===== config.mk =====
export PLATFORM = sky130hd
export DESIGN_NAME = ysyx_25050147_alu_arbiter_flat
export DESIGN_NICKNAME = d
export VERILOG_FILES = /design/src/rtl/ysyx_25050147_alu_arbiter_if.sv /design/src/rtl/ysyx_25050147_alu_arbiter.sv /design/src/flat_wrapper.sv
export SDC_FILE = /design/constraint.sdc
export NUM_CORES = 1
export LEC_CHECK = 0
export ABC_AREA = 1
export BUFFER_PORTS_ARGS = -buffer_cell sky130_fd_sc_hd__buf_2
export CAP_MARGIN = 5
export CORE_MARGIN = 3
export CORE_UTILIZATION = 35
export CTS_CLUSTER_SIZE = 12
export DETAILED_ROUTE_END_ITERATION = 16
export GPL_ROUTABILITY_DRIVEN = 0
export PLACE_DENSITY = 0.7
export SYNTH_ARGS = -nofsm -noshare
export SYNTH_HDL_FRONTEND = slang
export SYNTH_SLANG_ARGS = --single-unit

===== constraint.sdc =====
create_clock -name clk -period 1.8 [get_ports clk]
set_input_delay 0.36 -clock clk [delete_from_list [all_inputs] [get_ports clk]]
set_output_delay 0.36 -clock clk [all_outputs]
set_load 0.005 [all_outputs]

===== src/rtl/ysyx_25050147_alu_arbiter_if.sv =====
// ----------------------------------------------------------------------------
// ysyx_25050147_alu_arbiter_if
//   Request/response bus between the two ALU requesters and the ALU arbiter.
//   Both ports share the one bus. Bit i of each 2-bit vector belongs to port i.
//   Port 0 is the EXU. Port 1 is the branch/AGU side path.
//
//   req_valid  : port i presents an operation
//   req_ready  : port i operation accepted this cycle
//   reqN_*     : operation, operands and is_beq flag of port N
//   rsp_valid  : result for port i is valid
//   rsp_ready  : port i consumes its result
//   rsp_data   : registered ALU result, shared by both ports
//
//   Modports:
//   - master : requester side.
//   - slave  : arbiter side.
// ----------------------------------------------------------------------------
interface ysyx_25050147_alu_arbiter_if;
  logic [1:0]  req_valid;
  logic [1:0]  req_ready;
  logic [3:0]  req0_op;
  logic [3:0]  req1_op;
  logic [31:0] req0_src1;
  logic [31:0] req1_src1;
  logic [31:0] req0_src2;
  logic [31:0] req1_src2;
  logic        req0_beq;
  logic        req1_beq;
  logic [1:0]  rsp_valid;
  logic [1:0]  rsp_ready;
  logic [31:0] rsp_data;

  modport master (
    output req_valid, req0_op, req1_op, req0_src1, req1_src1,
           req0_src2, req1_src2, req0_beq, req1_beq, rsp_ready,
    input  req_ready, rsp_valid, rsp_data
  );

  modport slave (
    input  req_valid, req0_op, req1_op, req0_src1, req1_src1,
           req0_src2, req1_src2, req0_beq, req1_beq, rsp_ready,
    output req_ready, rsp_valid, rsp_data
  );
endinterface


===== src/rtl/ysyx_25050147_alu_arbiter.sv =====
// ----------------------------------------------------------------------------
// ysyx_25050147_alu_arbiter
//   Shares one combinational ALU between two requesters.
//   It accepts one operation at a time and registers the operands into the ALU.
//   It captures the ALU result and returns it on the winning port's response
//   handshake.
//
//   Flow: IDLE (accept) -> EXEC (ALU evaluates, result captured) -> RESP
//   (result offered), so the peak rate is one operation every 3 cycles.
//
//   Ports:
//   - clk, rst_n        : clock (rising edge), asynchronous active-low reset
//   - bus (slave)       : request/response handshakes of both requesters
//   - alu_op/src1/src2/is_beq : registered operation driven into the ALU
//   - alu_fresult       : combinational ALU result
//   - busy              : an operation is in flight (EXEC or RESP)
//   - gnt_cnt0/gnt_cnt1 : accepted-operation counters, wrap modulo 2^CNT_W
//
//   Parameters:
//   - RR_EN : 1 = round-robin on contention, 0 = port 0 always wins
//   - CNT_W : width of the grant counters
// ----------------------------------------------------------------------------
module ysyx_25050147_alu_arbiter #(
  parameter int unsigned RR_EN = 32'd1,
  parameter int unsigned CNT_W = 32'd32
) (
  input  logic                             clk,
  input  logic                             rst_n,
  ysyx_25050147_alu_arbiter_if.slave       bus,
  output logic [3:0]                       alu_op,
  output logic [31:0]                      alu_src1,
  output logic [31:0]                      alu_src2,
  output logic                             alu_is_beq,
  input  logic [31:0]                      alu_fresult,
  output logic                             busy,
  output logic [CNT_W-1:0]                 gnt_cnt0,
  output logic [CNT_W-1:0]                 gnt_cnt1
);

  typedef enum logic [1:0] {
    ST_IDLE = 2'd0,
    ST_EXEC = 2'd1,
    ST_RESP = 2'd2
  } state_e;

  state_e            state_q,     state_d;
  logic              last_q,      last_d;      // port granted most recently
  logic              gnt_q,       gnt_d;       // port owning the in-flight op
  logic [3:0]        op_q,        op_d;
  logic [31:0]       src1_q,      src1_d;
  logic [31:0]       src2_q,      src2_d;
  logic              beq_q,       beq_d;
  logic [31:0]       rsp_data_q,  rsp_data_d;
  logic [1:0]        rsp_valid_q, rsp_valid_d;
  logic              busy_q,      busy_d;
  logic [CNT_W-1:0]  cnt0_q,      cnt0_d;
  logic [CNT_W-1:0]  cnt1_q,      cnt1_d;
  logic              win_s;
  logic [1:0]        req_ready_s;

  // Next-state, arbitration and handshake decode
  always_comb begin
    state_d     = state_q;
    last_d      = last_q;
    gnt_d       = gnt_q;
    op_d        = op_q;
    src1_d      = src1_q;
    src2_d      = src2_q;
    beq_d       = beq_q;
    rsp_data_d  = rsp_data_q;
    rsp_valid_d = rsp_valid_q;
    busy_d      = busy_q;
    cnt0_d      = cnt0_q;
    cnt1_d      = cnt1_q;
    win_s       = 1'b0;
    req_ready_s = 2'b00;

    case (state_q)
      ST_IDLE: begin
        // On contention the port that was not served last wins (round-robin),
        // or port 0 always wins when fixed priority is selected.
        if (bus.req_valid == 2'b11) begin
          if (RR_EN != 32'd0) begin
            win_s = ~last_q;
          end else begin
            win_s = 1'b0;
          end
        end else if (bus.req_valid == 2'b10) begin
          win_s = 1'b1;
        end else begin
          win_s = 1'b0;
        end

        // Ready is only raised toward a valid winner, so any valid is a handshake
        if (bus.req_valid != 2'b00) begin
          req_ready_s = win_s ? 2'b10 : 2'b01;
          state_d     = ST_EXEC;
          gnt_d       = win_s;
          last_d      = win_s;
          busy_d      = 1'b1;
          if (win_s) begin
            op_d   = bus.req1_op;
            src1_d = bus.req1_src1;
            src2_d = bus.req1_src2;
            beq_d  = bus.req1_beq;
            cnt1_d = cnt1_q + CNT_W'(1);
          end else begin
            op_d   = bus.req0_op;
            src1_d = bus.req0_src1;
            src2_d = bus.req0_src2;
            beq_d  = bus.req0_beq;
            cnt0_d = cnt0_q + CNT_W'(1);
          end
        end else begin
          state_d = ST_IDLE;
        end
      end

      ST_EXEC: begin
        // Operands have been stable for a full cycle; take the ALU result
        rsp_data_d  = alu_fresult;
        rsp_valid_d = gnt_q ? 2'b10 : 2'b01;
        state_d     = ST_RESP;
      end

      ST_RESP: begin
        // Only the granted port's rsp_ready completes the response
        if (bus.rsp_ready[gnt_q]) begin
          rsp_valid_d = 2'b00;
          busy_d      = 1'b0;
          state_d     = ST_IDLE;
        end else begin
          state_d = ST_RESP;
        end
      end

      default: begin
        rsp_valid_d = 2'b00;
        busy_d      = 1'b0;
        state_d     = ST_IDLE;
      end
    endcase
  end

  // State and datapath registers; reset discards any in-flight operation
  always_ff @(posedge clk or negedge rst_n) begin
    if (!rst_n) begin
      state_q     <= ST_IDLE;
      last_q      <= 1'b1;
      gnt_q       <= 1'b0;
      op_q        <= 4'd0;
      src1_q      <= 32'd0;
      src2_q      <= 32'd0;
      beq_q       <= 1'b0;
      rsp_data_q  <= 32'd0;
      rsp_valid_q <= 2'b00;
      busy_q      <= 1'b0;
      cnt0_q      <= '0;
      cnt1_q      <= '0;
    end else begin
      state_q     <= state_d;
      last_q      <= last_d;
      gnt_q       <= gnt_d;
      op_q        <= op_d;
      src1_q      <= src1_d;
      src2_q      <= src2_d;
      beq_q       <= beq_d;
      rsp_data_q  <= rsp_data_d;
      rsp_valid_q <= rsp_valid_d;
      busy_q      <= busy_d;
      cnt0_q      <= cnt0_d;
      cnt1_q      <= cnt1_d;
    end
  end

  assign bus.req_ready = req_ready_s;
  assign bus.rsp_valid = rsp_valid_q;
  assign bus.rsp_data  = rsp_data_q;
  assign alu_op        = op_q;
  assign alu_src1      = src1_q;
  assign alu_src2      = src2_q;
  assign alu_is_beq    = beq_q;
  assign busy          = busy_q;
  assign gnt_cnt0      = cnt0_q;
  assign gnt_cnt1      = cnt1_q;

endmodule


===== src/flat_wrapper.sv =====
// flat-port wrapper written by rule: the top's interface ports become plain ports
module ysyx_25050147_alu_arbiter_flat 
#(
  parameter int unsigned RR_EN = 32'd1,
  parameter int unsigned CNT_W = 32'd32
)
  (clk, rst_n, alu_op, alu_src1, alu_src2, alu_is_beq, alu_fresult, busy, gnt_cnt0, gnt_cnt1, bus_req_valid, bus_req0_op, bus_req1_op, bus_req0_src1, bus_req1_src1, bus_req0_src2, bus_req1_src2, bus_req0_beq, bus_req1_beq, bus_rsp_ready, bus_req_ready, bus_rsp_valid, bus_rsp_data);
  ysyx_25050147_alu_arbiter_if bus_i ();
  input  logic clk;
  input  logic rst_n;
  output logic [3:0] alu_op;
  output logic [31:0] alu_src1;
  output logic [31:0] alu_src2;
  output logic alu_is_beq;
  input  logic [31:0] alu_fresult;
  output logic busy;
  output logic [CNT_W-1:0] gnt_cnt0;
  output logic [CNT_W-1:0] gnt_cnt1;
  input wire logic [$bits(bus_i.req_valid)-1:0] bus_req_valid;
  input wire logic [$bits(bus_i.req0_op)-1:0] bus_req0_op;
  input wire logic [$bits(bus_i.req1_op)-1:0] bus_req1_op;
  input wire logic [$bits(bus_i.req0_src1)-1:0] bus_req0_src1;
  input wire logic [$bits(bus_i.req1_src1)-1:0] bus_req1_src1;
  input wire logic [$bits(bus_i.req0_src2)-1:0] bus_req0_src2;
  input wire logic [$bits(bus_i.req1_src2)-1:0] bus_req1_src2;
  input wire logic [$bits(bus_i.req0_beq)-1:0] bus_req0_beq;
  input wire logic [$bits(bus_i.req1_beq)-1:0] bus_req1_beq;
  input wire logic [$bits(bus_i.rsp_ready)-1:0] bus_rsp_ready;
  output wire logic [$bits(bus_i.req_ready)-1:0] bus_req_ready;
  output wire logic [$bits(bus_i.rsp_valid)-1:0] bus_rsp_valid;
  output wire logic [$bits(bus_i.rsp_data)-1:0] bus_rsp_data;
  assign bus_i.req_valid = bus_req_valid;
  assign bus_i.req0_op = bus_req0_op;
  assign bus_i.req1_op = bus_req1_op;
  assign bus_i.req0_src1 = bus_req0_src1;
  assign bus_i.req1_src1 = bus_req1_src1;
  assign bus_i.req0_src2 = bus_req0_src2;
  assign bus_i.req1_src2 = bus_req1_src2;
  assign bus_i.req0_beq = bus_req0_beq;
  assign bus_i.req1_beq = bus_req1_beq;
  assign bus_i.rsp_ready = bus_rsp_ready;
  assign bus_req_ready = bus_i.req_ready;
  assign bus_rsp_valid = bus_i.rsp_valid;
  assign bus_rsp_data = bus_i.rsp_data;
  ysyx_25050147_alu_arbiter #(.RR_EN(RR_EN), .CNT_W(CNT_W)) u_core (.clk(clk), .rst_n(rst_n), .bus(bus_i), .alu_op(alu_op), .alu_src1(alu_src1), .alu_src2(alu_src2), .alu_is_beq(alu_is_beq), .alu_fresult(alu_fresult), .busy(busy), .gnt_cnt0(gnt_cnt0), .gnt_cnt1(gnt_cnt1));
endmodule

==> metrics.cfg, run 1 <==
[run_status]
status=complete, no violations

[timing]
slew_headroom=0.668
finalCritPeriodShare=0.973
finalHoldViolCount=0
drv_slew=0
finClkSkew_ns=0.0109
period_needed_ns=1.75
setup_viol=0
max_freq_mhz=571
rsz0062_at_grt=yes
worst_pin_slew_ns=0.498
worst_hold_slack_ns=0.132

[power]
p_leak_nw=5.76
power_density_nw_per_um2=1390
power_frac_comb=0.349
switchingPower_w=0.00543
seq_power_share=0.400
internal_power_w=0.00975
peakVddDrop_mv=0.668
switching_share=0.358
pwr-share-clk=0.251

[die]
fp.dieH_um=158
placementRows=54
die_w_um=158
io_pins=346
core_um2=22200
die-area_um2=24900
start_util=0.364

[synth]
synth.top_cells.by_area=dfrtp_1, nand2_1, nand3_1
yosysWarnings=0
synth_top_area_frac=0.529
netlist-cell-type-count=32
synthesis.instances=953
synthArstFlopShare=1.00
synth_nets=1131
synth_area_leader_cell=dfrtp_1
synth_ff_type=dfrtp_1
syn_area_um2=8080
ys_seq_area_frac=0.533
syn_avg_cell_area_um2=8.48
synth_edf_count=0
synth_seq_cells=172

[worst_hold_path]
hold_start=bus_req0_src2[3]
hold_end=u_core.alu_src2[3]$_DFFE_PN0P_
hp-class=primary input to flip-flop
hold_path_depth=3

[critical_path]
rr_worst_depth=9
rr_endpoint=u_core.gnt_cnt1[22]$_DFFE_PN0P_
cp_max_fo=3
r2r_start=u_core.state_q[1]$_DFF_PN0_
rrSetupSlack_ns=0.15
required_ns=1.44
cp-start-kind=flip-flop
end_kind=output port
cp.arrival_ns=1.39
critPathKind=flip-flop to output port

[cts]
root_buffer=clkbuf_16
clk_latency_ns=0.43
clock_path_buffers=2
cts_num_sinks=172
cts_tree=yes
cts_buffers=17
path_clk_slew_ns=0.08
cts-htree-levels=4

[routing]
wl_per_cell_um=15.7
drc=0
vias=7664
antenna_left=0
drtPass1Iterations=5
viasPerCell=4.76
totalWireLength_um=25400
drt-initial-drc-count=425

[global_routing]
antenna_found_initial=2
grt-ovfl-total=0
grt_start_max_net_pins=72
grt_pass1_vias=7588
grt_pass1_wl_um=40000
grt_usage=0.205

[placement]
io_buffers=345
hpwl_um=19500
placed_cells=1575

[final_layout]
multi_input_area_um2=3390
final_common_cell=nand2_1
fillers=2170
syn_to_final_growth_pct=35.4
stdcell_count=1611
nets=1495
layout_common_cells=nand2_1, buf_2, dfrtp_1
seqCellArea_um2=4310
drive_gt1_frac=0.347

[flow_run]
cap_violations=0

cell families after synthesis:
kind of cell / share of synthesized area
AOI/OAI and AO/OA: 0.00960
xor gates and xnor gates: 0.0347
adders and majority gates: 0.00310
buffers and inverters: 0.0492
DFF: 0.533
muxes: 0.0446
and+or+nand+nor: 0.326
metrics by stage:
step / setup WS (ns) / utilization / setup TNS, ns / total power [W] / area, um^2
floorplan: 0.326 / - / 0 / 0.00880 / 8080
global placement: 0.186 / 0.463 / 0 / 0.0113 / 10300
detailed placement: 0.161 / 0.463 / 0 / 0.0115 / 10300
CTS: 0.00425 / 0.492 / 0 / 0.0154 / 10900
global route: -0.0282 / 0.492 / -0.0368 / 0.0162 / 10900
finish: 0.0490 / 0.492 / 0 / 0.0152 / 10900
worst max-delay path, stage by stage, from the launching register on:
cell and delay (ns):
dfstp_2 0.54, nand2_2 0.07, nand2_4 0.11, inv_4 0.06, nor2_8 0.08, buf_6 0.11
how the worst max path moves through the flow:
| stage | start | endpoint | cells past startpoint |
|---|---|---|---|
| after floorplan | u_core.last_q$_DFFE_PN1P_ | bus_req_ready[0] | 5 |
| after global placement | u_core.last_q$_DFFE_PN1P_ | u_core.gnt_cnt0[22]$_DFFE_PN0P_ | 9 |
| after detailed placement | u_core.last_q$_DFFE_PN1P_ | u_core.gnt_cnt0[22]$_DFFE_PN0P_ | 9 |
| after CTS | u_core.last_q$_DFFE_PN1P_ | bus_req_ready[0] | 5 |
| after global routing | u_core.last_q$_DFFE_PN1P_ | bus_req_ready[0] | 5 |
| final | u_core.last_q$_DFFE_PN1P_ | bus_req_ready[0] | 5 |
final cells by class:
| type | count | area share |
|---|---|---|
| Tap cell | 280 | 0.0320 |
| Multi-Input combinational cell | 685 | 0.310 |
| Sequential cell | 172 | 0.393 |
| Inverter | 70 | 0.0242 |
| Clock inverter | 14 | 0.0152 |
| Timing Repair Buffer | 371 | 0.185 |
| Clock buffer | 18 | 0.0401 |
| Antenna cell | 1 | 0.000229 |
metal layers:
layer,routed length (um),part of all wire,GRT usage,vias to the layer above
met4,371,0.015,0.0533,2
met2,12800,0.50,0.352,295
met1,10300,0.41,0.255,3592
met3,1870,0.074,0.0566,26
li1,-,-,-,3749
met5,12,0.00047,0,-
timing repair:
item	in CTS	in global routing
endpoints found under the hold margin	39	0
gates resized for setup	4	6
hold buffers	1	0
setup endpoints to repair	2	6
pin swaps	3	1
buffers inserted	3	0
synthesized netlist by cell type (all sizes together) (2+ instances only):
master  instances
inv            70
ha              2
nand3b         13
o21ai          11
nand3         103
nand4          19
clkbuf          7
mux2           32
nor3            4
a21oi           3
buf            19
xor2           18
nor2           81
xnor2          14
nand2         381
dfrtp         171
power by group through the flow:
stage          Combinational, W  Sequential (W)  Clock (W)
3_5_place_dp            0.00539         0.00608          0
4_1_cts                 0.00541         0.00607    0.00392
5_1_grt                 0.00591         0.00623    0.00407
3_3_place_gp            0.00525         0.00609          0
2_1_floorplan           0.00267         0.00613          0
6_report                0.00529         0.00607    0.00381
state kept, by name, summed over array words and instances, names as in the netlist:
name	count
u_core.alu_is_beq	1
u_core.alu_op	4
u_core.alu_src1	32
u_core.alu_src2	32
u_core.bus.rsp_data	32
u_core.bus.rsp_valid	2
u_core.busy	1
u_core.gnt_cnt0	32
u_core.gnt_cnt1	32
u_core.gnt_q	1
u_core.last_q	1
u_core.state_q	2
Note: power is estimated with default switching activity, not from simulation.
==> run 2: changes to the inputs <==
==> constraint.sdc (replaced) <==
create_clock -name clk -period 1.8 [get_ports clk]
set_input_delay 0.18 -clock clk [delete_from_list [all_inputs] [get_ports clk]]
set_output_delay 0.18 -clock clk [all_outputs]
set_load 0.005 [all_outputs]
==> metrics.cfg, run 2 (synthesized netlist as in run 1, its figures left out) <==
[critical_path]
endpoint=bus_req_ready[0]
end_kind=output port
cp_max_fo=4  ; +1
rrSetupSlack_ns=0.15  ; about the same
r2r_start=u_core.state_q[0]$_DFF_PN0_
path_cells=nand2_2 > nand2_4 > inv_2 > nor2_8 > buf_12 > buf_2
cp_slowest_cell=dfstp_2
rr_endpoint=u_core.alu_src2[10]$_DFFE_PN0P_
critPathKind=flip-flop to output port
rr_worst_depth=5  ; -4
critPathLaunch=u_core.last_q$_DFFE_PN1P_
slowest_delay_ns=0.54  ; about the same
cp.arrival_ns=1.53  ; +0.14 ns
required_ns=1.62  ; +0.18 ns
cp-start-kind=flip-flop

[timing]
max_freq_mhz=585  ; +2.5%
slew_headroom=0.469  ; -0.199
setup_viol=0  ; unchanged
worst_hold_slack_ns=0.0141  ; -0.118 ns
period_needed_ns=1.71  ; -0.0426 ns
finalCritPeriodShare=0.949  ; -0.0237
finalHoldViolCount=0  ; unchanged
drv_slew=0  ; unchanged
finClkSkew_ns=0.0125  ; +0.00156 ns
worst_pin_slew_ns=0.797  ; +0.298 ns
rsz0062_at_grt=no

[placement]
io_buffers=345  ; unchanged
hpwl_um=19700  ; +1.3%
place_area_um2=10300  ; -0.44%

[power]
peakVddDrop_mv=0.802  ; +20%
switchingPower_w=0.00569  ; +4.8%
pwr-share-clk=0.242  ; -0.009
switching_share=0.358  ; about the same
p_leak_nw=6.46  ; +12%
power_density_nw_per_um2=1260  ; -9.4%
power_frac_comb=0.372  ; +0.023
internal_power_w=0.0102  ; +4.7%
seq_power_share=0.386  ; -0.014

[die]
io_pins=346  ; unchanged
start_util=0.364  ; unchanged
die-area_um2=24900  ; unchanged
die_w_um=158  ; unchanged
core_um2=22200  ; unchanged
fp.dieH_um=158  ; unchanged
placementRows=54  ; unchanged

[cts]
cts-htree-levels=4  ; unchanged
clk_latency_ns=0.43  ; about the same
cts_buffers=17  ; unchanged
cts_tree=yes
clock_path_buffers=2  ; unchanged
root_buffer=clkbuf_16
cts_num_sinks=172  ; unchanged
path_clk_slew_ns=0.07  ; about the same

[final_layout]
nets=1658  ; +11%
drive_gt1_frac=0.305  ; -0.0419
fin_area_um2=12600  ; +16%
syn_to_final_growth_pct=56.5
layout_common_cells=nand2_1, buf_2, dfrtp_1
final_common_cell=nand2_1

[routing]
drc=0  ; unchanged
drtPass1Iterations=7  ; +2
antenna_left=0  ; unchanged
viasPerCell=4.88  ; +2.7%
wl_per_cell_um=16.8  ; +7.0%
drt-initial-drc-count=539  ; +27%
totalWireLength_um=30000  ; +18%
vias=8695  ; +13%

[worst_hold_path]
hp-class=primary input to flip-flop

[global_routing]
grt-ovfl-total=0  ; unchanged
grt_start_max_net_pins=72  ; unchanged
grt_pass1_vias=8908  ; +17%
antenna_found_initial=9  ; +7
grt_usage=0.238  ; +0.0336
grt_pass1_wl_um=46700  ; +17%

[run_status]
status=complete, no violations

[flow_run]
cap_violations=0  ; unchanged

==> run 2: cell types whose count changed in the layout (fill, tap and decap cells not counted), sizes merged <==
cell         delta
bufbuf          +1
clkinvlp        +2
clkbuf          +3
bufinv          +1
diode           +6
dlygate4sd3   +165
clkinv          -2
inv             -3
buf             -4
==> run 2: layer usage <==
metal / up-vias / part of all wire / GRT usage
li1: 4081 / - / -
met1: 4089 / 0.39 / 0.276
met2: 439 / 0.50 / 0.411
met3: 82 / 0.077 / 0.0675
met4: 4 / 0.039 / 0.107
met5: - / 0.0011 / 0
==> run 2: how the worst min path moves through the flow <==
| stage | end | startpoint | slack, ns | cells past startpoint |
|---|---|---|---|---|
| 5_1_grt | u_core.alu_src2[8]$_DFFE_PN0P_ | bus_req1_src2[8] | 0.01 | 3 |
| 3_3_place_gp | u_core.gnt_cnt1[23]$_DFFE_PN0P_ | rst_n | 0.13 | 1 |
| 6_report | u_core.alu_src2[8]$_DFFE_PN0P_ | bus_req1_src2[8] | 0.01 | 3 |
| 4_1_cts | u_core.alu_src2[8]$_DFFE_PN0P_ | bus_req1_src2[8] | 0.002 | 3 |
| 2_1_floorplan | u_core.alu_is_beq$_DFFE_PN0P_ | rst_n | -0.12 | 0 |
| 3_5_place_dp | u_core.gnt_cnt1[23]$_DFFE_PN0P_ | rst_n | 0.13 | 1 |
==> run 2: through the flow <==
stage / util / TNS [ns] / setup WS [ns] / total power (W) / std cells
after detailed placement: 0.461 / 0 / 0.126 / 0.0114 / 1569
after floorplan: - / 0 / 0.368 / 0.00880 / 953
after global routing: 0.569 / 0 / 0.0175 / 0.0168 / 1779
final: 0.569 / 0 / 0.0916 / 0.0159 / 1780
after global placement: 0.461 / 0 / 0.164 / 0.0113 / 1569
after CTS: 0.566 / -0.0257 / -0.0257 / 0.0157 / 1770
==> run 2: final cells by class <==
cell class | instances | area (um^2)
tap | 280 | 350
fill | 1904 | 9580
inverter | 70 | 263
multi-input combinational | 685 | 3390
sequential | 172 | 4310
clock inverter | 12 | 150
timing repair buffer | 534 | 3720
clock buffer | 20 | 457
antenna | 7 | 17.5
==> run 2: critical path: cells and delay by family, from the launching register on <==
kind / cells / cell delay [ns]
buffers and inverters: 3 / 0.30
DFF: 1 / 0.54
and+or+nand+nor: 3 / 0.27
==> run 2: repair_timing <==
| action | 4_1_cts | 5_1_grt |
|---|---|---|
| endpoints found under the setup margin | 2 | 17 |
| hold buffers | 166 | 0 |
| pin swaps | 2 | 1 |
| gates cloned | 1 | 1 |
| gates resized for setup | 0 | 6 |
| buffers inserted | 2 | 2 |
| hold endpoints to repair | 133 | 0 |
==> run 2: power groups by stage <==
stage	logic, W	registers [W]	clock network [W]
2_1_floorplan	0.00267	0.00613	0
3_3_place_gp	0.00518	0.00608	0
3_5_place_dp	0.00534	0.00608	0
4_1_cts	0.00570	0.00607	0.00394
5_1_grt	0.00647	0.00628	0.00408
6_report	0.00591	0.00614	0.00385
